$ cat src/rtl/cv32e40p_lsu_resp.sv
// Load/store unit front end: issues EX requests on the OBI data bus, tracks up to
// DEPTH outstanding transactions and formats the load data returned for EX/WB.
module cv32e40p_lsu_resp #(
    parameter int DEPTH = 2
) (
    input  logic        clk,
    input  logic        rst_n,

    input  logic        lsu_en_i,
    input  logic        data_we_ex_i,
    input  logic [1:0]  data_type_ex_i,
    input  logic        data_sign_ext_ex_i,
    input  logic [31:0] data_addr_ex_i,
    input  logic [31:0] data_wdata_ex_i,

    output logic        lsu_ready_ex_o,
    output logic        lsu_ready_wb_o,
    output logic [31:0] lsu_rdata_o,
    output logic        lsu_err_o,
    output logic        lsu_misaligned_o,
    output logic        busy_o,

    output logic        data_req_o,
    input  logic        data_gnt_i,
    output logic [31:0] data_addr_o,
    output logic        data_we_o,
    output logic [3:0]  data_be_o,
    output logic [31:0] data_wdata_o,
    input  logic        data_rvalid_i,
    input  logic        data_err_i,
    input  logic [31:0] data_rdata_i
);

    localparam int CW = $clog2(DEPTH + 1);
    localparam int PW = (DEPTH > 1) ? $clog2(DEPTH) : 1;
    localparam logic [CW-1:0] DEPTH_C = CW'(DEPTH);
    localparam logic [PW-1:0] LAST_PTR = PW'(DEPTH - 1);

    // Info word layout: [5] we, [4:3] type, [2] sign_ext, [1:0] byte offset.
    logic [5:0]    fifo_q [DEPTH];
    logic [5:0]    fifo_d [DEPTH];
    logic [PW-1:0] wptr_q, wptr_d;
    logic [PW-1:0] rptr_q, rptr_d;
    logic [CW-1:0] cnt_q, cnt_d;

    logic          misaligned;
    logic          push;
    logic          pop;
    logic [5:0]    head;
    logic [1:0]    head_type;
    logic          head_sign;
    logic [1:0]    head_off;
    logic [31:0]   shifted;
    logic [31:0]   fmt_data;
    logic [1:0]    off;

    assign off = data_addr_ex_i[1:0];

    always_comb begin
        misaligned = 1'b0;
        case (data_type_ex_i)
            2'b01:   misaligned = off[0];
            2'b10:   misaligned = 1'b0;
            default: misaligned = (off != 2'b00);
        endcase
    end

    // Handshake: a transaction is accepted in any cycle with data_req_o & data_gnt_i;
    // the EX request fields are held stable by EX until lsu_ready_ex_o is seen high.
    assign data_req_o       = lsu_en_i & ~misaligned & (cnt_q < DEPTH_C);
    assign push             = data_req_o & data_gnt_i;
    assign pop              = data_rvalid_i & (cnt_q != '0);
    assign lsu_misaligned_o = lsu_en_i & misaligned;
    assign lsu_ready_ex_o   = ~lsu_en_i | push | misaligned;
    assign lsu_ready_wb_o   = (cnt_q == '0) | data_rvalid_i;
    assign busy_o           = (cnt_q != '0) | data_req_o;
    assign lsu_err_o        = data_rvalid_i & data_err_i;

    assign data_addr_o = {data_addr_ex_i[31:2], 2'b00};
    assign data_we_o   = data_we_ex_i;

    always_comb begin
        data_be_o = 4'b1111;
        case (data_type_ex_i)
            2'b01:   data_be_o = 4'b0011 << off;
            2'b10:   data_be_o = 4'b0001 << off;
            default: data_be_o = 4'b1111;
        endcase
    end

    always_comb begin
        data_wdata_o = data_wdata_ex_i;
        case (off)
            2'd1:    data_wdata_o = {data_wdata_ex_i[23:0], data_wdata_ex_i[31:24]};
            2'd2:    data_wdata_o = {data_wdata_ex_i[15:0], data_wdata_ex_i[31:16]};
            2'd3:    data_wdata_o = {data_wdata_ex_i[7:0],  data_wdata_ex_i[31:8]};
            default: data_wdata_o = data_wdata_ex_i;
        endcase
    end

    always_comb begin
        cnt_d  = cnt_q;
        wptr_d = wptr_q;
        rptr_d = rptr_q;
        fifo_d = fifo_q;
        if (push) begin
            fifo_d[wptr_q] = {data_we_ex_i, data_type_ex_i, data_sign_ext_ex_i, off};
            wptr_d         = (wptr_q == LAST_PTR) ? '0 : wptr_q + 1'b1;
        end
        if (pop) begin
            rptr_d = (rptr_q == LAST_PTR) ? '0 : rptr_q + 1'b1;
        end
        case ({push, pop})
            2'b10:   cnt_d = cnt_q + 1'b1;
            2'b01:   cnt_d = cnt_q - 1'b1;
            default: cnt_d = cnt_q;
        endcase
    end

    always_ff @(posedge clk or negedge rst_n) begin
        if (!rst_n) begin
            cnt_q  <= '0;
            wptr_q <= '0;
            rptr_q <= '0;
            for (int i = 0; i < DEPTH; i++) begin
                fifo_q[i] <= '0;
            end
        end else begin
            cnt_q  <= cnt_d;
            wptr_q <= wptr_d;
            rptr_q <= rptr_d;
            fifo_q <= fifo_d;
        end
    end

    // Response formatting uses the head entry, i.e. the oldest accepted request.
    assign head      = fifo_q[rptr_q];
    assign head_type = head[4:3];
    assign head_sign = head[2];
    assign head_off  = head[1:0];
    assign shifted   = data_rdata_i >> {head_off, 3'b000};

    always_comb begin
        fmt_data = data_rdata_i;
        case (head_type)
            2'b10:   fmt_data = {{24{head_sign & shifted[7]}}, shifted[7:0]};
            2'b01:   fmt_data = {{16{head_sign & shifted[15]}}, shifted[15:0]};
            default: fmt_data = data_rdata_i;
        endcase
    end

    assign lsu_rdata_o = data_rvalid_i ? fmt_data : 32'h0;

    rvalid_needs_outstanding: assert property (
        @(posedge clk) disable iff (!rst_n) !(data_rvalid_i && (cnt_q == '0))
    ) else $error("data_rvalid_i with no outstanding transaction");

endmodule
$ cat config.mk
export PLATFORM = sky130hd
export DESIGN_NAME = cv32e40p_lsu_resp
export DESIGN_NICKNAME = d
export VERILOG_FILES = /design/src/rtl/cv32e40p_lsu_resp.sv
export SDC_FILE = /design/constraint.sdc
export NUM_CORES = 1
export LEC_CHECK = 0
export ABC_AREA = 0
export BUFFER_PORTS_ARGS = -buffer_cell sky130_fd_sc_hd__buf_2
export CAP_MARGIN = 0
export CORE_AREA = 2 2 87 89
export DETAILED_ROUTE_END_ITERATION = 12
export DIE_AREA = 0 0 89 91
export HOLD_SLACK_MARGIN = 0.06
export PLACE_DENSITY = 0.81
export SETUP_SLACK_MARGIN = 0.4
export SLEW_MARGIN = 0
export SYNTH_ARGS = -nofsm -noshare
export SYNTH_HDL_FRONTEND = slang
export SYNTH_SLANG_ARGS = --single-unit
export TNS_END_PERCENT = 1
$ cat constraint.sdc
create_clock -name clk -period 5 [get_ports clk]
set_input_delay 1 -clock clk [delete_from_list [all_inputs] [get_ports clk]]
set_output_delay 1 -clock clk [all_outputs]
set_load 0.05 [all_outputs]
==> flow_metrics.env, run 1 <==
export IMPL_clkSinkCount=14
export IMPL_xor_and_xnor_fraction_of_the_mapped_netlist_area=0.00301
export IMPL_worst_path_setup_slack_after_routing_ns=0.874
export IMPL_maximum_ir_drop_on_the_vdd_rail_mv=0.260
export IMPL_design_final_nets=551
export IMPL_cp_cell_sequence="buf_4 > mux2i_2 > buf_4 > nand2b_1 > o211a_1 > o41ai_4 > nor2_1 > buf_2"
export IMPL_post_synth_main_area_contributors="sky130_fd_sc_hd__mux4_2, sky130_fd_sc_hd__dfrtp_1, sky130_fd_sc_hd__buf_4"
export IMPL_dominant_register_cell_in_the_synthesized_netlist="sky130_fd_sc_hd__dfrtp_1"
export IMPL_worst_slew_pin_transition_ns=0.900
export IMPL_filler_cell_count=718
export IMPL_dp_final_hpwl_microns=7270
export IMPL_globalRoute_totalOverflow=0
export IMPL_global_route_usage_met1=0.275
export IMPL_most_common_layout_cells="sky130_fd_sc_hd__buf_2, sky130_fd_sc_hd__nor2_1, sky130_fd_sc_hd__mux4_2, sky130_fd_sc_hd__a21oi_1, sky130_fd_sc_hd__nand2_1"
export IMPL_criticalPathCategory="reg2out"
export IMPL_cap_viol_max_count=0
export IMPL_netlist_area_leader_share=0.248
export IMPL_grt_setup_unrepaired="no"
export IMPL_worst_path_max_delay_cell="sky130_fd_sc_hd__o41ai_4"
export IMPL_die_width_microns=89
export IMPL_grt_most_used_layer="met2"
export IMPL_worstSkewPairLatency_ns=0.25
export IMPL_cp_common_cell="sky130_fd_sc_hd__buf_4"
export IMPL_hold_path_class="reg2reg"
export IMPL_period_minus_ws_final_ns=4.13
export IMPL_clock_tree_htree_level_count=1
export IMPL_placedCellCount=535
export IMPL_number_of_warning_messages_in_the_yosys_log=0
export IMPL_cts_post_setup_buffers_inserted=0
export IMPL_power_density_nw_per_um2=816
export IMPL_drt_antenna_violating_nets=0
export IMPL_core_rowCount=31
export IMPL_final_hold_violation_count=0
export IMPL_detail_route_first_pass_iterations=5
export IMPL_ff_latch_area_sq_um=350
export IMPL_cts_hold_buf=0
export IMPL_final_common_cell="sky130_fd_sc_hd__buf_2"
export IMPL_yosys_register_bits=14
export IMPL_cpLargestDelayFamily="compound AO/OA/AOI/OAI gates"
export IMPL_synth_distinct_cells=48
export IMPL_initial_utilization=0.407
export IMPL_grt_pass1_wl_microns=14500
export IMPL_final_layout_size_suffix_gt1_frac=0.482
export IMPL_yosys_area_share_simple=0.164
export IMPL_detail_route_wirelength_microns=9130
export IMPL_syn_mean_instance_area_sq_um=8.48
export IMPL_buffer_ports_inserted=148
export IMPL_multi_input_gate_area_in_the_final_layout_sq_um=2140
export IMPL_gp_congestion=0.852
export IMPL_route_vias_total=3247
export IMPL_die_footprint_sq_um=8100
export IMPL_insertedDiodeCount=0
export IMPL_cts_resized_gates=0
export IMPL_slew_limit_headroom=0.398
export IMPL_area_growth_syn_to_layout_pct=20.3
export IMPL_number_of_buffer_and_inverter_stages_on_the_critical_path=3
export IMPL_synth_compound_gate_area_share=0.246
export IMPL_die_height_microns=91
export IMPL_root_buffer_master="sky130_fd_sc_hd__clkbuf_8"
export IMPL_pre_cts_worst_setup_slack_ns=1.16
export IMPL_crit_path_max_incr_delay_ns=0.85
export IMPL_met3_demand_to_capacity_share_in_global_routing=0.0273
export IMPL_main_combinational_cell_family_by_area_after_synthesis="multiplexers"
export IMPL_achievable_frequency_mhz=242
export IMPL_synth_async_reset_ratio=1.00
export IMPL_routed_wire_length_per_instance_microns=16.9
export IMPL_power_leakage_uw=0.00166
export IMPL_layout_cell_area_non_filler_sq_um=3500
export IMPL_end_kind="output port"
export IMPL_final_cell_count_no_fill=539
export IMPL_arrival_ns=3.13
export IMPL_clk_pin_slew_worst_paths_ns=0.05
export IMPL_post_synth_fa_ha_maj_area_fraction=0.0172
export IMPL_vias_per_cell=6.02
export IMPL_cts_buffers_inserted=3
export IMPL_drc_errors=0
export IMPL_yosys_mux_area_fraction=0.304
export IMPL_clock_tree_from_tritoncts="done"
export IMPL_final_max_slew_viol_count=0
export IMPL_outcome="finished clean"
export IMPL_initial_antenna_violation_count=0
export IMPL_finalCritPeriodShare=0.825
export IMPL_final_util=0.490
export IMPL_syn_instance_count=343
export IMPL_worstPathRequired_ns=4.00
export IMPL_totalNegativeSetupSlack_ns=0
export IMPL_netlist_area_sq_um=2910
export IMPL_total_placed_instance_area_sq_um=3440
export IMPL_yosysSeqAreaShare=0.120
export IMPL_critical_path_peak_fanout=28
export IMPL_worst_clock_skew_ns=0.00169
export IMPL_core_area_sq_um=7140
export IMPL_grt_max_degree=39
export IMPL_grt_use_met2=0.384
export IMPL_first_global_vias=3085
export IMPL_count_of_routing_violations_after_the_opening_detailed_route_iteration=229
export IMPL_cts_root_to_sink_buffers=2
export IMPL_cp_startpoint_kind="flop"
export IMPL_synth_area_leader_cell="sky130_fd_sc_hd__mux4_2"
export IMPL_ioPinCount=213
export IMPL_grt_usage=0.220
export IMPL_timing_final_setup_violations=0
export IMPL_synth_enable_flop_cells=0
## worst min-delay path: stages, from the launching register on
cell and delay, ns:
sky130_fd_sc_hd__dfrtp_1 0.35, sky130_fd_sc_hd__nand2_1 0.06, sky130_fd_sc_hd__nand2_1 0.05
## state kept, by name (all words and copies together), names as in the netlist
register	flops
rptr_q	1
cnt_q	2
wptr_q	1
fifo_q	10
## path summary, 6_finish.rpt
check	startpoint	to	slack, ns	cells past startpoint
setup / recovery	rptr_q	lsu_rdata_o[18]	0.87	8
setup reg to reg	cnt_q[1]	fifo_q[9]	3.47	4
max in group asynchronous	rst_n	fifo_q[7]	4.13	1
hold reg to reg	wptr_q	wptr_q	0.49	2
min in group asynchronous	rst_n	cnt_q[1]	0.63	1
hold / removal	wptr_q	wptr_q	0.49	2
## area by class of cell
class                   instances  share of cell area
multi-input cells             256               0.612
repair buffers                153               0.222
flip-flops and latches         14               0.100
well taps                      99              0.0354
clock buffers                   4              0.0157
inverters                      13              0.0139
## per-stage QoR
stage | total power (uW) | hold WS [ns]
6_report | 2850 | 0.491
5_1_grt | 3040 | 0.532
4_1_cts | 2840 | 0.494
3_5_place_dp | 2720 | 0.478
3_3_place_gp | 2680 | 0.465
2_1_floorplan | 2280 | 0.450
## synthesized netlist by cell type, drive strengths merged, types with 3 or more instances
cell type and n:
o21bai 4, mux2 7, a21boi 8, o221a 10, ha 4, mux4 32, mux2i 8, clkbuf 21
and2 7, nor2 33, nand2 23, nand3 13, buf 40, o31ai 3, o21ai 16, inv 13
a211oi 4, dfrtp 14, nor2b 7, nand2b 7, a21oi 32, nor3 6, a31o 4
## where the power goes
group,internal [uW],switching [uW],leakage [uW]
registers,161,83.3,0.000171
clock network,69.8,39.0,0.0000288
logic,730,1770,0.00146
total,961,1890,0.00166
## kinds of logic (layout without fill, tap and decap cells)
family | after synthesis | after routing
adders and majority gates | 4 | 4
buffers and inverters | 74 | 170
DFF | 14 | 14
xor gates and xnor gates | 1 | 1
muxes | 47 | 47
AOI/OAI and AO/OA | 100 | 100
and+or+nand+nor | 102 | 102
other | 1 | 2
## layer usage
| metal | wire length [microns] | share of wire | vias up |
|---|---|---|---|
| met1 | 3340 | 0.37 | 1514 |
| met2 | 4510 | 0.49 | 242 |
| met5 | 0 | 0 | - |
| met4 | 337 | 0.037 | 0 |
| li1 | - | - | 1453 |
| met3 | 946 | 0.10 | 38 |
No activity file was read; power rests on OpenSTA's default activity.
==> inputs of run 2 (changes only) <==
--- a/config.mk
+++ b/config.mk
@@ -5,14 +5,14 @@
 export SDC_FILE = /design/constraint.sdc
 export NUM_CORES = 1
 export LEC_CHECK = 0
-export ABC_AREA = 0
+export ABC_AREA = 1
 export BUFFER_PORTS_ARGS = -buffer_cell sky130_fd_sc_hd__buf_2
 export CAP_MARGIN = 0
-export CORE_AREA = 2 2 87 89
+export CORE_AREA = 2 2 90 92
 export DETAILED_ROUTE_END_ITERATION = 12
-export DIE_AREA = 0 0 89 91
+export DIE_AREA = 0 0 92 94
 export HOLD_SLACK_MARGIN = 0.06
-export PLACE_DENSITY = 0.81
+export PLACE_DENSITY = 0.78
 export SETUP_SLACK_MARGIN = 0.4
 export SLEW_MARGIN = 0
 export SYNTH_ARGS = -nofsm -noshare
==> constraint.sdc (replaced) <==
create_clock -name clk -period 3.75 [get_ports clk]
set_input_delay 0.75 -clock clk [delete_from_list [all_inputs] [get_ports clk]]
set_output_delay 0.75 -clock clk [all_outputs]
set_load 0.05 [all_outputs]
==> flow_metrics.env, run 2 <==
export IMPL_outcome="finished clean"
export IMPL_dp_final_hpwl_microns=7950
export IMPL_cts_hold_buf=0
export IMPL_critical_path_peak_fanout=24
export IMPL_route_vias_total=3872
export IMPL_cts_buffers_inserted=3
export IMPL_cp_startpoint_kind="input pin"
export IMPL_root_buffer_master="sky130_fd_sc_hd__clkbuf_8"
export IMPL_biggestRegsByFlops="fifo_q x10, cnt_q x2"
export IMPL_dominant_register_cell_in_the_synthesized_netlist="sky130_fd_sc_hd__dfrtp_1"
export IMPL_clkSinkCount=14
export IMPL_detail_route_wirelength_microns=10100
export IMPL_design_final_nets=732
export IMPL_drc_errors=0
export IMPL_filler_cell_count=856
export IMPL_globalRoute_totalOverflow=0
export IMPL_power_density_nw_per_um2=1160
export IMPL_netlist_area_sq_um=2870
export IMPL_grt_max_degree=37
export IMPL_synth_area_leader_cell="sky130_fd_sc_hd__nand2_1"
export IMPL_worstPathRequired_ns=3.00
export IMPL_maximum_ir_drop_on_the_vdd_rail_mv=0.326
export IMPL_final_max_slew_viol_count=0
export IMPL_criticalPathCategory="in2out"
export IMPL_final_cell_count_no_fill=723
export IMPL_most_common_layout_cells="sky130_fd_sc_hd__nand2_1, sky130_fd_sc_hd__buf_2, sky130_fd_sc_hd__inv_1"
export IMPL_worstSkewPairLatency_ns=0.25
export IMPL_grt_setup_unrepaired="yes"
export IMPL_gp_congestion=0.891
export IMPL_cap_viol_max_count=0
export IMPL_grt_pass1_wl_microns=16200
export IMPL_synth_enable_flop_cells=0
export IMPL_synth_async_reset_ratio=1.00
export IMPL_clock_tree_htree_level_count=1
export IMPL_buffer_ports_inserted=148
export IMPL_clock_tree_from_tritoncts="done"
export IMPL_initial_antenna_violation_count=0
export IMPL_max_flop_register="fifo_q"
export IMPL_die_height_microns=94
export IMPL_clk_pin_slew_worst_paths_ns=0.06
export IMPL_area_growth_syn_to_layout_pct=20.7
export IMPL_netlist_area_leader_share=0.242
export IMPL_setup_worst_path_start="data_addr_ex_i[0]"
export IMPL_achievable_frequency_mhz=313
export IMPL_drt_antenna_violating_nets=0
export IMPL_initial_utilization=0.377
export IMPL_arrival_ns=2.45
export IMPL_die_footprint_sq_um=8650
export IMPL_hold_path_class="in2async"
export IMPL_cts_root_to_sink_buffers=2
export IMPL_final_layout_size_suffix_gt1_frac=0.283
export IMPL_worst_slew_pin_transition_ns=0.712
export IMPL_placedCellCount=719
export IMPL_detail_route_first_pass_iterations=5
export IMPL_worst_reg2reg_path_startpoint="cnt_q[1]"
export IMPL_first_global_vias=3617
export IMPL_syn_instance_count=523
export IMPL_core_rowCount=32
export IMPL_routed_wire_length_per_instance_microns=14.0
export IMPL_cts_post_setup_buffers_inserted=0
export IMPL_cts_resized_gates=3
export IMPL_ys_top_cells_by_count="sky130_fd_sc_hd__nand2_1, sky130_fd_sc_hd__inv_1, sky130_fd_sc_hd__nand3_1, sky130_fd_sc_hd__o21ai_0, sky130_fd_sc_hd__a21oi_1"
export IMPL_finalCritPeriodShare=0.852
export IMPL_final_hold_violation_count=0
export IMPL_grt_usage=0.224
export IMPL_final_common_cell="sky130_fd_sc_hd__nand2_1"
export IMPL_vias_per_cell=5.36
export IMPL_die_width_microns=92
export IMPL_synth_most_common_cell="sky130_fd_sc_hd__nand2_1"
export IMPL_number_of_warning_messages_in_the_yosys_log=0
export IMPL_timing_final_setup_violations=0
export IMPL_largest_reg_flops=10
export IMPL_core_area_sq_um=7610
export IMPL_worst_clock_skew_ns=0.00182
export IMPL_yosysSeqAreaShare=0.122
export IMPL_slew_limit_headroom=0.525
export IMPL_ioPinCount=213
export IMPL_count_of_routing_violations_after_the_opening_detailed_route_iteration=179
export IMPL_end_kind="output port"
export IMPL_synth_distinct_cells=29
export IMPL_post_synth_main_area_contributors="sky130_fd_sc_hd__nand2_1, sky130_fd_sc_hd__dfrtp_1, sky130_fd_sc_hd__buf_4"
export IMPL_insertedDiodeCount=0
export IMPL_power_leakage_uw=0.00195
export IMPL_syn_mean_instance_area_sq_um=5.49
export IMPL_totalNegativeSetupSlack_ns=0
export IMPL_period_minus_ws_final_ns=3.20
export IMPL_yosys_register_bits=14
run 2: through the flow:
stage	total power [uW]	hold slack, ns	util	setup WS, ns	cell area, sq um
after global routing	4350	0.403	0.456	0.368	3470
after CTS	4000	0.394	0.454	0.488	3460
after detailed placement	3830	0.467	0.447	0.492	3400
final	4030	0.388	0.456	0.553	3470
after global placement	3800	0.453	0.447	0.505	3400
after floorplan	3230	0.442	-	0.480	2870
run 2: worst paths after layout:
kind / slack (ns) / end / cells past startpoint
worst max-delay path: 0.55 / data_wdata_o[25] / 7
worst min-delay path: 0.39 / cnt_q[0] / 1
worst max register to register: 2.45 / fifo_q[6] / 3
worst min register to register: 0.47 / wptr_q / 2
max in group asynchronous: 3.10 / rptr_q / 1
min in group clk: 0.47 / wptr_q / 2
run 2: power breakdown:
part / switching [uW] / total [uW] / internal [uW]
logic: 2730 / 3600 / 869
clock network: 53.4 / 146 / 93.0
registers: 65.7 / 290 / 224
total: 2850 / 4030 / 1190
run 2: worst max-delay path, cell delays in order:
cell                        delay, ns
sky130_fd_sc_hd__buf_2           0.13
sky130_fd_sc_hd__inv_1           0.12
sky130_fd_sc_hd__nand2_1         0.26
sky130_fd_sc_hd__inv_1           0.63
sky130_fd_sc_hd__nand2_1         0.12
sky130_fd_sc_hd__o2111ai_1       0.13
sky130_fd_sc_hd__buf_2           0.30
run 2: layout make-up:
type	instances	area, sq um	area share
inverters	67	251	0.0726
multi-input cells	381	1890	0.544
flip-flops and latches	14	352	0.101
repair buffers	155	793	0.229
clock buffers	4	55.1	0.0159
well taps	102	128	0.0368
run 2: kinds of logic (layout without fill, tap and decap cells):
group           after synthesis  after routing  share of synthesized area
other cells                   1              2                    0.00131
xor+xnor                      1              1                    0.00305
fa+ha+maj                     4              4                     0.0174
compound gates              113            113                      0.238
simple gates                261            261                      0.391
flops                        14             14                      0.122
buf+inv                     129            226                      0.227
run 2: layer usage:
metal	share of wire	vias up	track usage
met5	0	-	0
met4	0.030	0	0.0821
met3	0.085	39	0.0257
met2	0.49	237	0.404
met1	0.40	1720	0.275
li1	-	1876	-
